### config.mk
export PLATFORM = sky130hd
export DESIGN_NAME = prog_clock_scaler
export DESIGN_NICKNAME = d
export VERILOG_FILES = /design/src/rtl/prog_clock_scaler_pkg.sv /design/src/rtl/pcs_phase_cmp.sv /design/src/rtl/prog_clock_scaler.sv
export SDC_FILE = /design/constraint.sdc
export NUM_CORES = 1
export LEC_CHECK = 0
export BUFFER_PORTS_ARGS = -buffer_cell sky130_fd_sc_hd__buf_2
export CORE_AREA = 4 4 219 221
export CTS_CLUSTER_DIAMETER = 50
export DETAILED_ROUTE_END_ITERATION = 7
export DIE_AREA = 0 0 223 225
export GPL_ROUTABILITY_DRIVEN = 0
export SLEW_MARGIN = 20
export SYNTH_ARGS = -nofsm -noshare
export SYNTH_HDL_FRONTEND = slang
export SYNTH_SLANG_ARGS = --single-unit
### constraint.sdc
create_clock -name clk_in -period 10.48 [get_ports clk_in]
set_clock_uncertainty 0.2 [all_clocks]
set_input_delay 1.572 -clock clk_in [delete_from_list [all_inputs] [get_ports clk_in]]
set_output_delay 1.572 -clock clk_in [all_outputs]
set_load 0.02 [all_outputs]
### src/rtl/prog_clock_scaler_pkg.sv
// Shared types, reset defaults and arithmetic helpers for the programmable clock scaler.
// Helpers operate on 32-bit values, so CNT_W must not exceed 32.
package prog_clock_scaler_pkg;

    localparam int CNT_W_DEF = 16;
    localparam int N_CH_DEF  = 3;
    localparam int DIV_DEF   = 4096;

    typedef enum logic {
        ST_IDLE = 1'b0,
        ST_RUN  = 1'b1
    } run_state_e;

    // Evenly spread reset phase for channel idx.
    function automatic int unsigned default_phase(
        input int unsigned idx,
        input int unsigned div,
        input int unsigned n_ch
    );
        return (idx * div) / n_ch;
    endfunction

    // (a - b) mod m for a, b < m, without a divider.
    function automatic logic [31:0] mod_sub(
        input logic [31:0] a,
        input logic [31:0] b,
        input logic [31:0] m
    );
        if (a >= b) begin
            return a - b;
        end
        return m - (b - a);
    endfunction

endpackage

### src/rtl/pcs_phase_cmp.sv
// One output channel: phase-relative position within the period compared against duty.
module pcs_phase_cmp
    import prog_clock_scaler_pkg::*;
#(
    parameter int CNT_W = CNT_W_DEF
) (
    input  logic [CNT_W-1:0] i_cnt,
    input  logic [CNT_W-1:0] i_div,
    input  logic [CNT_W-1:0] i_duty,
    input  logic [CNT_W-1:0] i_phase,
    output logic             o_high
);

    logic [31:0] w_rel;

    assign w_rel  = mod_sub(32'(i_cnt), 32'(i_phase), 32'(i_div));
    assign o_high = (w_rel < 32'(i_duty));

endmodule

### src/rtl/prog_clock_scaler.sv
// Shared period counter driving N_CH phase-shifted, duty-programmable clocks plus a period tick.
// Divisor, duty and phases are double-buffered and only take effect on a period boundary.
module prog_clock_scaler
    import prog_clock_scaler_pkg::*;
#(
    parameter int CNT_W        = CNT_W_DEF,
    parameter int N_CH         = N_CH_DEF,
    parameter int DIV_DEFAULT  = DIV_DEF,
    parameter int DUTY_DEFAULT = DIV_DEFAULT / 2
) (
    input  logic                  clk_in,
    input  logic                  rst_n,
    input  logic                  en,
    input  logic                  load,
    input  logic [CNT_W-1:0]      div_in,
    input  logic [CNT_W-1:0]      duty_in,
    input  logic [N_CH*CNT_W-1:0] phase_in,
    output logic [N_CH-1:0]       clk_out,
    output logic                  tick,
    output logic [CNT_W-1:0]      cnt_out,
    output logic                  pending,
    output logic                  cfg_err
);

    typedef logic [N_CH-1:0][CNT_W-1:0] phase_vec_t;

    function automatic phase_vec_t reset_phases();
        phase_vec_t p;
        p = '0;
        for (int i = 0; i < N_CH; i++) begin
            p[i] = CNT_W'(default_phase(i, DIV_DEFAULT, N_CH));
        end
        return p;
    endfunction

    localparam logic [CNT_W-1:0] DIV_RST   = CNT_W'(DIV_DEFAULT);
    localparam logic [CNT_W-1:0] DUTY_RST  = CNT_W'(DUTY_DEFAULT);
    localparam phase_vec_t       PHASE_RST = reset_phases();

    run_state_e       r_state;
    logic [CNT_W-1:0] r_cnt;
    logic             r_tick;
    logic [N_CH-1:0]  r_clk_out;
    logic             r_pending;
    logic             r_cfg_err;
    logic [CNT_W-1:0] r_div;
    logic [CNT_W-1:0] r_duty;
    phase_vec_t       r_phase;
    logic [CNT_W-1:0] r_sh_div;
    logic [CNT_W-1:0] r_sh_duty;
    phase_vec_t       r_sh_phase;

    run_state_e       w_state_nxt;
    logic [CNT_W-1:0] w_cnt_nxt;
    logic             w_tick_nxt;
    logic             w_wrap;
    logic             w_apply;
    logic             w_load_ok;
    logic             w_cfg_err_nxt;
    logic             w_pending_nxt;
    phase_vec_t       w_phase_in;
    logic [CNT_W-1:0] w_div_nxt;
    logic [CNT_W-1:0] w_duty_nxt;
    phase_vec_t       w_phase_nxt;
    logic [N_CH-1:0]  w_high;
    logic [N_CH-1:0]  w_clk_nxt;

    // Load validation happens against the requested divisor, not the active one.
    always_comb begin
        w_phase_in = '0;
        w_load_ok  = load && (div_in >= CNT_W'(2)) && (duty_in <= div_in);
        for (int i = 0; i < N_CH; i++) begin
            w_phase_in[i] = phase_in[i*CNT_W +: CNT_W];
            if (w_phase_in[i] >= div_in) begin
                w_load_ok = 1'b0;
            end
        end
        w_cfg_err_nxt = load && !w_load_ok;
    end

    // Defensive: any count at or beyond the last slot wraps.
    assign w_wrap = (r_cnt >= (r_div - CNT_W'(1)));

    always_ff @(posedge clk_in or negedge rst_n) begin
        if (!rst_n) begin
            r_state <= ST_IDLE;
        end else begin
            r_state <= w_state_nxt;
        end
    end

    always_comb begin
        w_state_nxt = r_state;
        w_cnt_nxt   = '0;
        w_tick_nxt  = 1'b0;
        case (r_state)
            ST_IDLE: begin
                if (en) begin
                    w_state_nxt = ST_RUN;
                    w_tick_nxt  = 1'b1;
                end
            end
            ST_RUN: begin
                if (!en) begin
                    w_state_nxt = ST_IDLE;
                end else if (w_wrap) begin
                    w_tick_nxt = 1'b1;
                end else begin
                    w_cnt_nxt = r_cnt + CNT_W'(1);
                end
            end
            default: begin
                w_state_nxt = ST_IDLE;
            end
        endcase
    end

    // A load in the apply cycle only reaches the shadow; the older shadow is what applies.
    assign w_apply       = r_pending && (!en || ((r_state == ST_RUN) && w_wrap));
    assign w_pending_nxt = w_load_ok ? 1'b1 : (w_apply ? 1'b0 : r_pending);
    assign w_div_nxt     = w_apply ? r_sh_div   : r_div;
    assign w_duty_nxt    = w_apply ? r_sh_duty  : r_duty;
    assign w_phase_nxt   = w_apply ? r_sh_phase : r_phase;

    for (genvar g = 0; g < N_CH; g++) begin : g_ch
        pcs_phase_cmp #(
            .CNT_W (CNT_W)
        ) u_cmp (
            .i_cnt   (w_cnt_nxt),
            .i_div   (w_div_nxt),
            .i_duty  (w_duty_nxt),
            .i_phase (w_phase_nxt[g]),
            .o_high  (w_high[g])
        );
    end

    assign w_clk_nxt = (w_state_nxt == ST_RUN) ? w_high : '0;

    always_ff @(posedge clk_in or negedge rst_n) begin
        if (!rst_n) begin
            r_cnt      <= '0;
            r_tick     <= 1'b0;
            r_clk_out  <= '0;
            r_pending  <= 1'b0;
            r_cfg_err  <= 1'b0;
            r_div      <= DIV_RST;
            r_duty     <= DUTY_RST;
            r_phase    <= PHASE_RST;
            r_sh_div   <= DIV_RST;
            r_sh_duty  <= DUTY_RST;
            r_sh_phase <= PHASE_RST;
        end else begin
            r_cnt     <= w_cnt_nxt;
            r_tick    <= w_tick_nxt;
            r_clk_out <= w_clk_nxt;
            r_pending <= w_pending_nxt;
            r_cfg_err <= w_cfg_err_nxt;
            r_div     <= w_div_nxt;
            r_duty    <= w_duty_nxt;
            r_phase   <= w_phase_nxt;
            if (w_load_ok) begin
                r_sh_div   <= div_in;
                r_sh_duty  <= duty_in;
                r_sh_phase <= w_phase_in;
            end
        end
    end

    assign clk_out = r_clk_out;
    assign tick    = r_tick;
    assign cnt_out = r_cnt;
    assign pending = r_pending;
    assign cfg_err = r_cfg_err;

endmodule
==> summary.md <==
| Metric | Value |
|---|---|
| Worst EP required | about 11 ns |
| Area delta synth->final | 9.46% |
| Post-route minimum period | 9.76 ns |
| Final setup vio count | 0 |
| Crit path kind | register to register |
| Worst Path Arrival | between 9 and 10 ns |
| Startpoint Class | register |
| Area of the multi-input gates | between 10,000 and 15,000 um2 |
| Clk slew on worst S/H paths | 0.07 ns |
| Seq/Total Area, Yosys | 26.6% |
| Cell variety after synth | a little over 70 |
| Clock root cell | clkbuf_16 |
| Clock Sinks | 183 |
| Core Util, Final | 41.1% |
| Async SR Flop Fraction | 100% |
| CTS buffer count | 17 |
| Cell type with the largest total area after synthesis | dfrtp_1 |
| Total of max-cap violations | 0 |
| Max Clock Freq | between 100 and 150 MHz |
| Worst-case clock buffer depth | 2 |
| Chip height | 225 um |
| Yosys warnings | 0 |
| Share of cells above drive strength 1 | between 10% and 20% |
| Post-synth EDFFs | 0 |
| Post-synth top area share | 22.4% |
| Most used cell, CP | nand2_1 |
| Initial antenna violation count | 0 |
| Die area | 50,200 um2 |
| Sequential Area | roughly 4600 um2 |
| ANT cells | 0 |
| GRT overflow | 0 |
| Core Area | 46,200 um2 |
| Syn avg cell area | roughly 9.6 um2 |
| Initial Util | 37.6% |
| Hold WS | 0.309 ns |
| Final hold violations | 0 |
| Vias | 13,900 |
| Post-DP HPWL | 44,100 um |
| DRT Pass-1 Iters | 6 |
| Status | completed |
| H-tree depth | 4 |
| Largest net degree at the start of global routing | 112 |
| Detailed Route WL | approximately 53,000 um |
| CTS tree | done |
| Vias/cell | 5.55 |
| Final Net Count | 2,248 |
| Vias in the first global route | 13,500 |
| Final slew viol count | 0 |
| Final period util | 93.1% |
| Buffer count from post-CTS setup fixing | 0 |
| Avg WL per Cell | approximately 21 um |
| Initial DRC Count | approximately 1,400 |
| Post-Syn Area | 17,300 um2 |
| CP endpoint kind | register |
| Synthesized flop and latch total | 183 |
| First-pass GRT wire length | around 81,000 um |
| Clk_lat worst skew | about 0.45 ns |
| Chip Width | ~220 um |
| Tot GR Track Use | 20.8% |
| Synth Flop Type | dfrtp_1 |
| Slowest cell delay on critical path | 0.45 ns |
| Worst slew pin tran | 0.926 ns |
| CP max-delay cell | nor3b_1 |
| Filler cells | between 4,000 and 5,000 |
| # rows | 79 |
| I/O Buffers | about 110 |
| Worst hold path type | register to register |
| Cts-stage hold buffer count | 0 |
| Top cells by area, synth | dfrtp_1 22%, ha_1 20%, mux2_4 6.8% |
| Residual DRC | 0 |
| Antenna Nets Post-Route | 0 |
| Num ports | 106 |
| Worst Path Max Fanout | 14 |
| # resized after CTS | 0 |
| Cells after Synth | ~1,800 |
| Slew Limit Headroom | between 30% and 40% |
| Net Count, Synth | 2,173 |
registers in the layout, indices dropped and copies added (netlist names):
| register | count |
|---|---|
| cnt_out | 16 |
| clk_out | 3 |
| cfg_err | 1 |
| r_state | 1 |
| pending | 1 |
| r_div | 16 |
| r_sh_div | 16 |
| r_phase | 48 |
| r_sh_duty | 16 |
| r_duty | 16 |
| tick | 1 |
| r_sh_phase | 48 |
worst paths after layout:
kind | startpoint | endpoint | slack, ns | cells past startpoint
worst max register to register | r_div[4] | clk_out[1] | 0.72 | 42
max in group asynchronous | rst_n | r_phase[12] | 7.52 | 2
worst min register to register | r_sh_div[4] | r_sh_div[4] | 0.31 | 1
min in group asynchronous | rst_n | r_sh_phase[34] | 1.07 | 1
worst min-delay path | r_sh_div[4] | r_sh_div[4] | 0.31 | 1
worst max-delay path | r_div[4] | clk_out[1] | 0.72 | 42
area by class of cell:
type	count	share of cell area, %
Clock buffer	25	2.51
Clock inverter	7	0.633
Inverter	142	2.81
Multi-Input combinational cell	1419	62.2
Sequential cell	183	24.3
Tap cell	607	4.00
Timing Repair Buffer	121	3.51
routing by layer:
metal / GRT usage [%] / share of wire (%) / vias to the layer above
li1: - / - / 6609
met1: 27.8 / 44 / 6688
met2: 33.1 / 45 / 496
met3: 4.73 / 6.8 / 103
met4: 7.64 / 4.2 / 0
met5: 0 / 0 / -
cell usage in the layout (no fill, tap or decap), types with 19 or more instances in the layout:
| cell | Yosys | layout |
|---|---|---|
| mux2_4 | 78 | 78 |
| ha_1 | 271 | 271 |
| nor2b_1 | 31 | 31 |
| xor2_1 | 62 | 62 |
| nor2_1 | 89 | 89 |
| xnor2_1 | 80 | 80 |
| mux2i_1 | 42 | 42 |
| buf_2 | 23 | 104 |
| nor3_1 | 23 | 23 |
| dfstp_2 | 28 | 28 |
| o21bai_1 | 24 | 24 |
| nand2_1 | 83 | 83 |
| nand2b_1 | 24 | 24 |
| nand3_1 | 30 | 29 |
| mux2_2 | 48 | 48 |
| o21ai_0 | 82 | 82 |
| dfrtp_1 | 155 | 155 |
| inv_1 | 142 | 142 |
| a21oi_1 | 133 | 132 |
| a21o_1 | 80 | 80 |
| o21a_1 | 19 | 19 |
| nand4_1 | 31 | 31 |
cells by family after synthesis:
logic type	share of synthesized area, %
buffers and inverters	5.44
adders and majority gates	20.6
AOI/OAI and AO/OA	16.5
xor gates and xnor gates	7.17
DFF	26.6
muxes	12.3
and+or+nand+nor	11.4
worst max-delay path: cells and delay by family (launching register included):
kind | cells | cell delay, ns
simple gates | 21 | 3.78
compound gates | 12 | 3.05
fa+ha+maj | 4 | 1.32
xor+xnor | 3 | 0.48
flops | 1 | 0.41
buf+inv | 2 | 0.40
cells in the mapped netlist, types with 3 or more instances:
cell / n
a2111oi_0: 6
a211o_1: 3
a211oi_1: 6
a21o_1: 80
a21oi_1: 133
a221oi_1: 7
a31o_2: 3
a31oi_1: 15
and2_1: 8
and3_1: 11
and4_1: 4
buf_12: 8
buf_2: 23
clkbuf_1: 32
dfrtp_1: 155
dfstp_2: 28
fa_1: 9
ha_1: 271
inv_1: 142
mux2_2: 48
mux2_4: 78
mux2i_1: 42
nand2_1: 83
nand2b_1: 24
nand3_1: 30
nand3b_1: 7
nand4_1: 31
nor2_1: 89
nor2b_1: 31
nor3_1: 23
nor4_1: 8
o2111ai_1: 7
o211a_1: 3
o211ai_1: 8
o21a_1: 19
o21ai_0: 82
o21bai_1: 24
o221ai_1: 6
o31a_1: 3
o31ai_1: 9
or2_2: 17
or3_1: 11
or4_1: 3
xnor2_1: 80
xor2_1: 62
per-stage QoR:
stage,setup TNS [ns],setup WS (ns),instances,cell area (um2)
global placement,0,0.623,2472,18400
global route,-0.0266,-0.0266,2504,19000
CTS,0,0.393,2504,19000
finish,0,0.722,2504,19000
detailed placement,0,0.454,2472,18400
floorplan,0,2.32,1809,17300
Power is left out: the tool's default activity adds up to more than one toggle a clock period on the data nets, which glitch-free logic cannot reach.
